File: config.mk
export PLATFORM = sky130hd
export DESIGN_NAME = msb_serial_comparator_flat
export DESIGN_NICKNAME = d
export VERILOG_FILES = /design/src/rtl/msb_serial_comparator_if.sv /design/src/rtl/msb_serial_comparator.sv /design/src/flat_wrapper.sv
export SDC_FILE = /design/constraint.sdc
export NUM_CORES = 1
export LEC_CHECK = 0
export CORE_AREA = 2 2 52 54
export DETAILED_ROUTE_END_ITERATION = 8
export DIE_AREA = 0 0 54 56
export GPL_ROUTABILITY_DRIVEN = 0
export PLACE_DENSITY = 0.89
export RECOVER_POWER = 50
export SLEW_MARGIN = 10
export SYNTH_ARGS = -nofsm -noshare
export SYNTH_HDL_FRONTEND = slang
export SYNTH_SLANG_ARGS = --single-unit
File: constraint.sdc
create_clock -name clk -period 3.91 [get_ports clk]
set_clock_uncertainty 0.1 [all_clocks]
set_input_delay 0.5865 -clock clk [delete_from_list [all_inputs] [get_ports clk]]
set_output_delay 0.5865 -clock clk [all_outputs]
set_load 0.005 [all_outputs]
File: src/rtl/msb_serial_comparator_if.sv
// Handshake and operand/result bundle for the MSB-first serial comparator.
// The master drives requests and operands; the slave returns status and result.
interface msb_serial_comparator_if #(
    parameter int WIDTH = 8
);
    logic             start;
    logic             abort;
    logic [WIDTH-1:0] x;
    logic [WIDTH-1:0] y;
    logic             busy;
    logic             done;
    logic             g;
    logic             l;

    modport master (
        output start, abort, x, y,
        input  busy, done, g, l
    );

    modport slave (
        input  start, abort, x, y,
        output busy, done, g, l
    );
endinterface

File: src/rtl/msb_serial_comparator.sv
// Sequential unsigned magnitude comparator: scans one bit pair per clock, MSB first,
// and stops at the first differing bit with a one-cycle done pulse.
module msb_serial_comparator #(
    parameter int WIDTH = 8,
    parameter int CW    = 4
) (
    input  logic                     clk,
    input  logic                     rst_n,
    msb_serial_comparator_if.slave   bus
);

    typedef enum logic [1:0] {
        IDLE = 2'd0,
        SCAN = 2'd1,
        DONE = 2'd2
    } state_e;

    localparam logic [CW-1:0] IDX_TOP = CW'(WIDTH - 1);

    state_e           state_q, state_d;
    logic [WIDTH-1:0] xs_q, xs_d;
    logic [WIDTH-1:0] ys_q, ys_d;
    logic [CW-1:0]    idx_q, idx_d;
    logic             busy_q, busy_d;
    logic             done_q, done_d;
    logic             g_q, g_d;
    logic             l_q, l_d;

    logic             x_msb;
    logic             y_msb;

    assign x_msb = xs_q[WIDTH-1];
    assign y_msb = ys_q[WIDTH-1];

    always_comb begin
        // NOTE: every signal gets its hold value first so no path through the case
        // leaves one unassigned, which would otherwise infer a latch.
        state_d = state_q;
        xs_d    = xs_q;
        ys_d    = ys_q;
        idx_d   = idx_q;
        g_d     = g_q;
        l_d     = l_q;

        unique case (state_q)
            IDLE: begin
                if (bus.start) begin
                    xs_d    = bus.x;
                    ys_d    = bus.y;
                    idx_d   = IDX_TOP;
                    g_d     = 1'b0;
                    l_d     = 1'b0;
                    state_d = SCAN;
                end
            end
            SCAN: begin
                // Abort wins over a compare that would resolve on the same edge.
                if (bus.abort) begin
                    state_d = IDLE;
                end else if (x_msb != y_msb) begin
                    g_d     = x_msb & ~y_msb;
                    l_d     = ~x_msb & y_msb;
                    state_d = DONE;
                end else if (idx_q == '0) begin
                    g_d     = 1'b0;
                    l_d     = 1'b0;
                    state_d = DONE;
                end else begin
                    xs_d    = xs_q << 1;
                    ys_d    = ys_q << 1;
                    idx_d   = idx_q - 1'b1;
                end
            end
            DONE: begin
                state_d = IDLE;
            end
            default: begin
                state_d = IDLE;
            end
        endcase

        // Status outputs are registered copies of the next state.
        busy_d = (state_d == SCAN);
        done_d = (state_d == DONE);
    end

    // NOTE: sequential state uses non-blocking assignments so every flop samples
    // the pre-edge values of the others, independent of statement order.
    always_ff @(posedge clk or negedge rst_n) begin
        if (!rst_n) begin
            state_q <= IDLE;
            xs_q    <= '0;
            ys_q    <= '0;
            idx_q   <= '0;
            busy_q  <= 1'b0;
            done_q  <= 1'b0;
            g_q     <= 1'b0;
            l_q     <= 1'b0;
        end else begin
            state_q <= state_d;
            xs_q    <= xs_d;
            ys_q    <= ys_d;
            idx_q   <= idx_d;
            busy_q  <= busy_d;
            done_q  <= done_d;
            g_q     <= g_d;
            l_q     <= l_d;
        end
    end

    assign bus.busy = busy_q;
    assign bus.done = done_q;
    assign bus.g    = g_q;
    assign bus.l    = l_q;

endmodule

File: src/flat_wrapper.sv
// flat-port wrapper written by rule: the top's interface ports become plain ports
module msb_serial_comparator_flat 
#(
    parameter int WIDTH = 8,
    parameter int CW    = 4
)
  (clk, rst_n, bus_start, bus_abort, bus_x, bus_y, bus_busy, bus_done, bus_g, bus_l);
  msb_serial_comparator_if #(.WIDTH(WIDTH)) bus_i ();
  input  logic clk;
  input  logic rst_n;
  input wire logic [$bits(bus_i.start)-1:0] bus_start;
  input wire logic [$bits(bus_i.abort)-1:0] bus_abort;
  input wire logic [$bits(bus_i.x)-1:0] bus_x;
  input wire logic [$bits(bus_i.y)-1:0] bus_y;
  output wire logic [$bits(bus_i.busy)-1:0] bus_busy;
  output wire logic [$bits(bus_i.done)-1:0] bus_done;
  output wire logic [$bits(bus_i.g)-1:0] bus_g;
  output wire logic [$bits(bus_i.l)-1:0] bus_l;
  assign bus_i.start = bus_start;
  assign bus_i.abort = bus_abort;
  assign bus_i.x = bus_x;
  assign bus_i.y = bus_y;
  assign bus_busy = bus_i.busy;
  assign bus_done = bus_i.done;
  assign bus_g = bus_i.g;
  assign bus_l = bus_i.l;
  msb_serial_comparator #(.WIDTH(WIDTH), .CW(CW)) u_core (.clk(clk), .rst_n(rst_n), .bus(bus_i));
endmodule
==> impl_metrics.csv <==
group,metric,value,unit
outcome,outcome,"completed",
sta,slew_violations,0,
sta,fin_ws,1540,ps
route,wl_met3,96,µm
logic_synthesis,synthFlopType,"dfrtp_1",
critical_path,r2r_start,"u_core.idx_q[0]",
min_path,min_to,"u_core.ys_q[1]",
logic_synthesis,ys_types,28,
route,drcViolationCount,0,
route,drt-met1-wl,995,µm
cells_and_area,fillerInstances,196,
critical_path,rr_worst_depth,6,
critical_path,reg2reg_slack,1540,ps
die,initial_utilization,53.7,%
logic_synthesis,synth.yosys.seq_area_share,49.8,%
critical_path,cp_max_fo,18,
logic_synthesis,ys_ff_latch,26,
sta,worst_slew_pin_slew,1320,ps
clocking,clk_path_buf_depth,2,
cells_and_area,num_antenna_cells,0,
critical_path,cp_slowest_stage_delay,470,ps
clocking,cts.repair.resized,0,
cells_and_area,design_area,1570,µm²
critical_path,cp_top_family,"compound AO/OA/AOI/OAI gates",
logic_synthesis,ys_async_sr_fraction,100,%
sta,period_minus_slack,2370,ps
logic_synthesis,synth_commonest_cells,"26 x dfrtp_1, 21 x mux2_2, 8 x inv_1, 5 x mux2i_1, 4 x mux2_4",
sta,clock.fmax,422,MHz
logic_synthesis,netlist_top_cells_area,"dfrtp_1 50%, mux2_2 18%, mux2_4 4.6%",
sta,rsz0062_at_grt,"false",
critical_path,cp.buffers_inverters,2,
pwr,leakagePower,0.684,nW
placed_design,place_ws,1330,ps
pwr,power.density,732,nW/µm²
die,die_w,54,µm
sta,slew_headroom,11.7,%
critical_path,critPathLaunch,"u_core.idx_q[0]",
clocking,clk_pin_slew,130,ps
route,wirelength,2.45,mm
clocking,ctsHoldBuffers,0,
die,pin_count,24,
critical_path,path_cells,"inv_1, ha_1, or3b_1, a31oi_1, inv_4, mux2_4",
cells_and_area,area_growth,20.5,%
logic_synthesis,avgSynthCellArea,13.3,µm²
logic_synthesis,synth_edf_count,0,
route,drt-initial-drc-count,5,
route,wl_per_cell,16.0,µm
die,die-area,3020,µm²
cells_and_area,post_route_cells_drive_above_1_share,26.8,%
grt,grt_pass1_wl,4.10,mm
critical_path,critical_path_class,"reg2reg",
route,top_layer,"met4",
min_path,whs_path_depth,1,
sta,fin_setup_tns,0,ps
min_path,hp-class,"reg2reg",
route,routed-wl-met2,1.31,mm
pwr,peakVddDrop,0.000508,V
logic_synthesis,synth_nets,121,
critical_path,start_kind,"register",
min_path,worstHoldStart,"u_core.ys_q[1]",
grt,first_global_vias,933,
placed_design,post_dp_cell_area,1560,µm²
die,core,2430,µm²
critical_path,crit_path_top_delay_cell,"a31oi_1",
clocking,cts_setup_buffers,0,
grt,grtUsageTotal,18.5,%
critical_path,end_kind,"register",
grt,grt_max_degree,27,
logic_synthesis,synth_top_cell_by_area,"dfrtp_1",
critical_path,cp.arrival,2490,ps
placed_design,hpwl,1.82,mm
cells_and_area,finalCoreUtilization,64.7,%
clocking,clkLatencyLatePin,320,ps
clocking,h-tree-depth,1,
route,dr.pass1.iters,4,
route,post_drt_via_cell_ratio,5.62,
critical_path,timing.rr.end,"u_core.ys_q[5]",
sta,setup_viol,0,
sta,fin_crit_sh,60.6,%
logic_synthesis,synth.most_common_cell,"dfrtp_1",
logic_synthesis,syn-instance-count,98,
clocking,numCtsBuffers,3,
logic_synthesis,synth_top_area_share,49.8,%
logic_synthesis,synth_area,1310,µm²
clocking,clock_sinks,26,
route,via_count,860,
die,rows,18,
logic_synthesis,synth_warnings,0,
die,die_h,56,µm
clocking,root_buffer,"clkbuf_4",
critical_path,worst-endpoint-required,4030,ps
placed_design,io_buffer_count,23,
clocking,cts_tree,"done",
grt,overflow,0,
cells_and_area,nets,147,
route,ant_nets,0,
grt,antenna_found_initial,0,
sta,final_hold_viol_count,0,
job,maxCapViolCount,0,
layout by cell type (no fill, tap or decap), types with 2 or more instances in the layout:
cell type,netlist,final
clkdlybuf4s50_1,0,22
nor3b_2,2,2
mux2i_1,5,5
a22o_1,2,2
inv_1,8,8
ha_1,3,3
a2111oi_0,2,2
nor3b_1,2,2
nor2_1,2,2
nand4_1,2,2
mux2_2,21,21
mux2_4,4,4
clkbuf_4,0,3
nor3_1,3,3
dfrtp_1,26,26
a311o_1,2,2
report_power, final:
| part | switching, mW | leakage [nW] | total, mW | internal (mW) |
|---|---|---|---|---|
| Combinational | 0.241 | 0.352 | 0.552 | 0.311 |
| Clock | 0.0748 | 0.0210 | 0.132 | 0.0570 |
| Sequential | 0.0748 | 0.311 | 0.469 | 0.394 |
| Total | 0.391 | 0.684 | 1.15 | 0.762 |
through the flow:
step | power, mW | cells | hold slack (ps)
2_1_floorplan | 0.896 | 98 | 191
3_3_place_gp | 1.00 | 149 | 384
3_5_place_dp | 1.04 | 149 | 390
4_1_cts | 1.18 | 153 | 424
5_1_grt | 1.23 | 153 | 435
6_report | 1.15 | 153 | 420
per-layer routing:
layer,vias up,global-route usage [%]
li1,406,-
met1,424,21.8
met2,21,31.5
met3,9,4.84
met4,0,6.43
met5,-,0
worst max-delay path by stage:
stage                     cells after the start             end  slack [ps]
after floorplan                               7  u_core.xs_q[1]        1930
after global placement                        5  u_core.ys_q[4]        1450
after detailed placement                      5  u_core.ys_q[4]        1330
after CTS                                     5  u_core.ys_q[4]        1680
after global routing                          6  u_core.ys_q[6]        1390
final                                         6  u_core.ys_q[5]        1540
registers in the layout, summed over array words and instances (netlist names):
| name | flops |
|---|---|
| u_core.xs_q | 8 |
| u_core.ys_q | 8 |
| u_core.idx_q | 4 |
| u_core.state_q | 2 |
| u_core.bus.busy | 1 |
| u_core.bus.done | 1 |
| u_core.bus.g | 1 |
| u_core.bus.l | 1 |
kinds of logic after synthesis:
group | after synthesis | share of synthesized area (%)
AO/OA/AOI/OAI | 9 | 7.28
adder cells (fa/ha/maj) | 3 | 2.87
buffers and inverters | 12 | 4.31
flip-flops | 26 | 49.8
multiplexers | 30 | 26.5
AND/OR/NAND/NOR | 18 | 9.20
layout make-up:
cell class                      count  area (µm²)  area share, %
Sequential cell                    26         651           41.3
Multi-Input combinational cell     60         582           37.0
Timing Repair Buffer               24         231           14.7
Tap cell                           30        37.5           2.38
Clock buffer                        4        36.3           2.31
Inverter                            9        36.3           2.31
No activity file was read; power rests on OpenSTA's default activity.
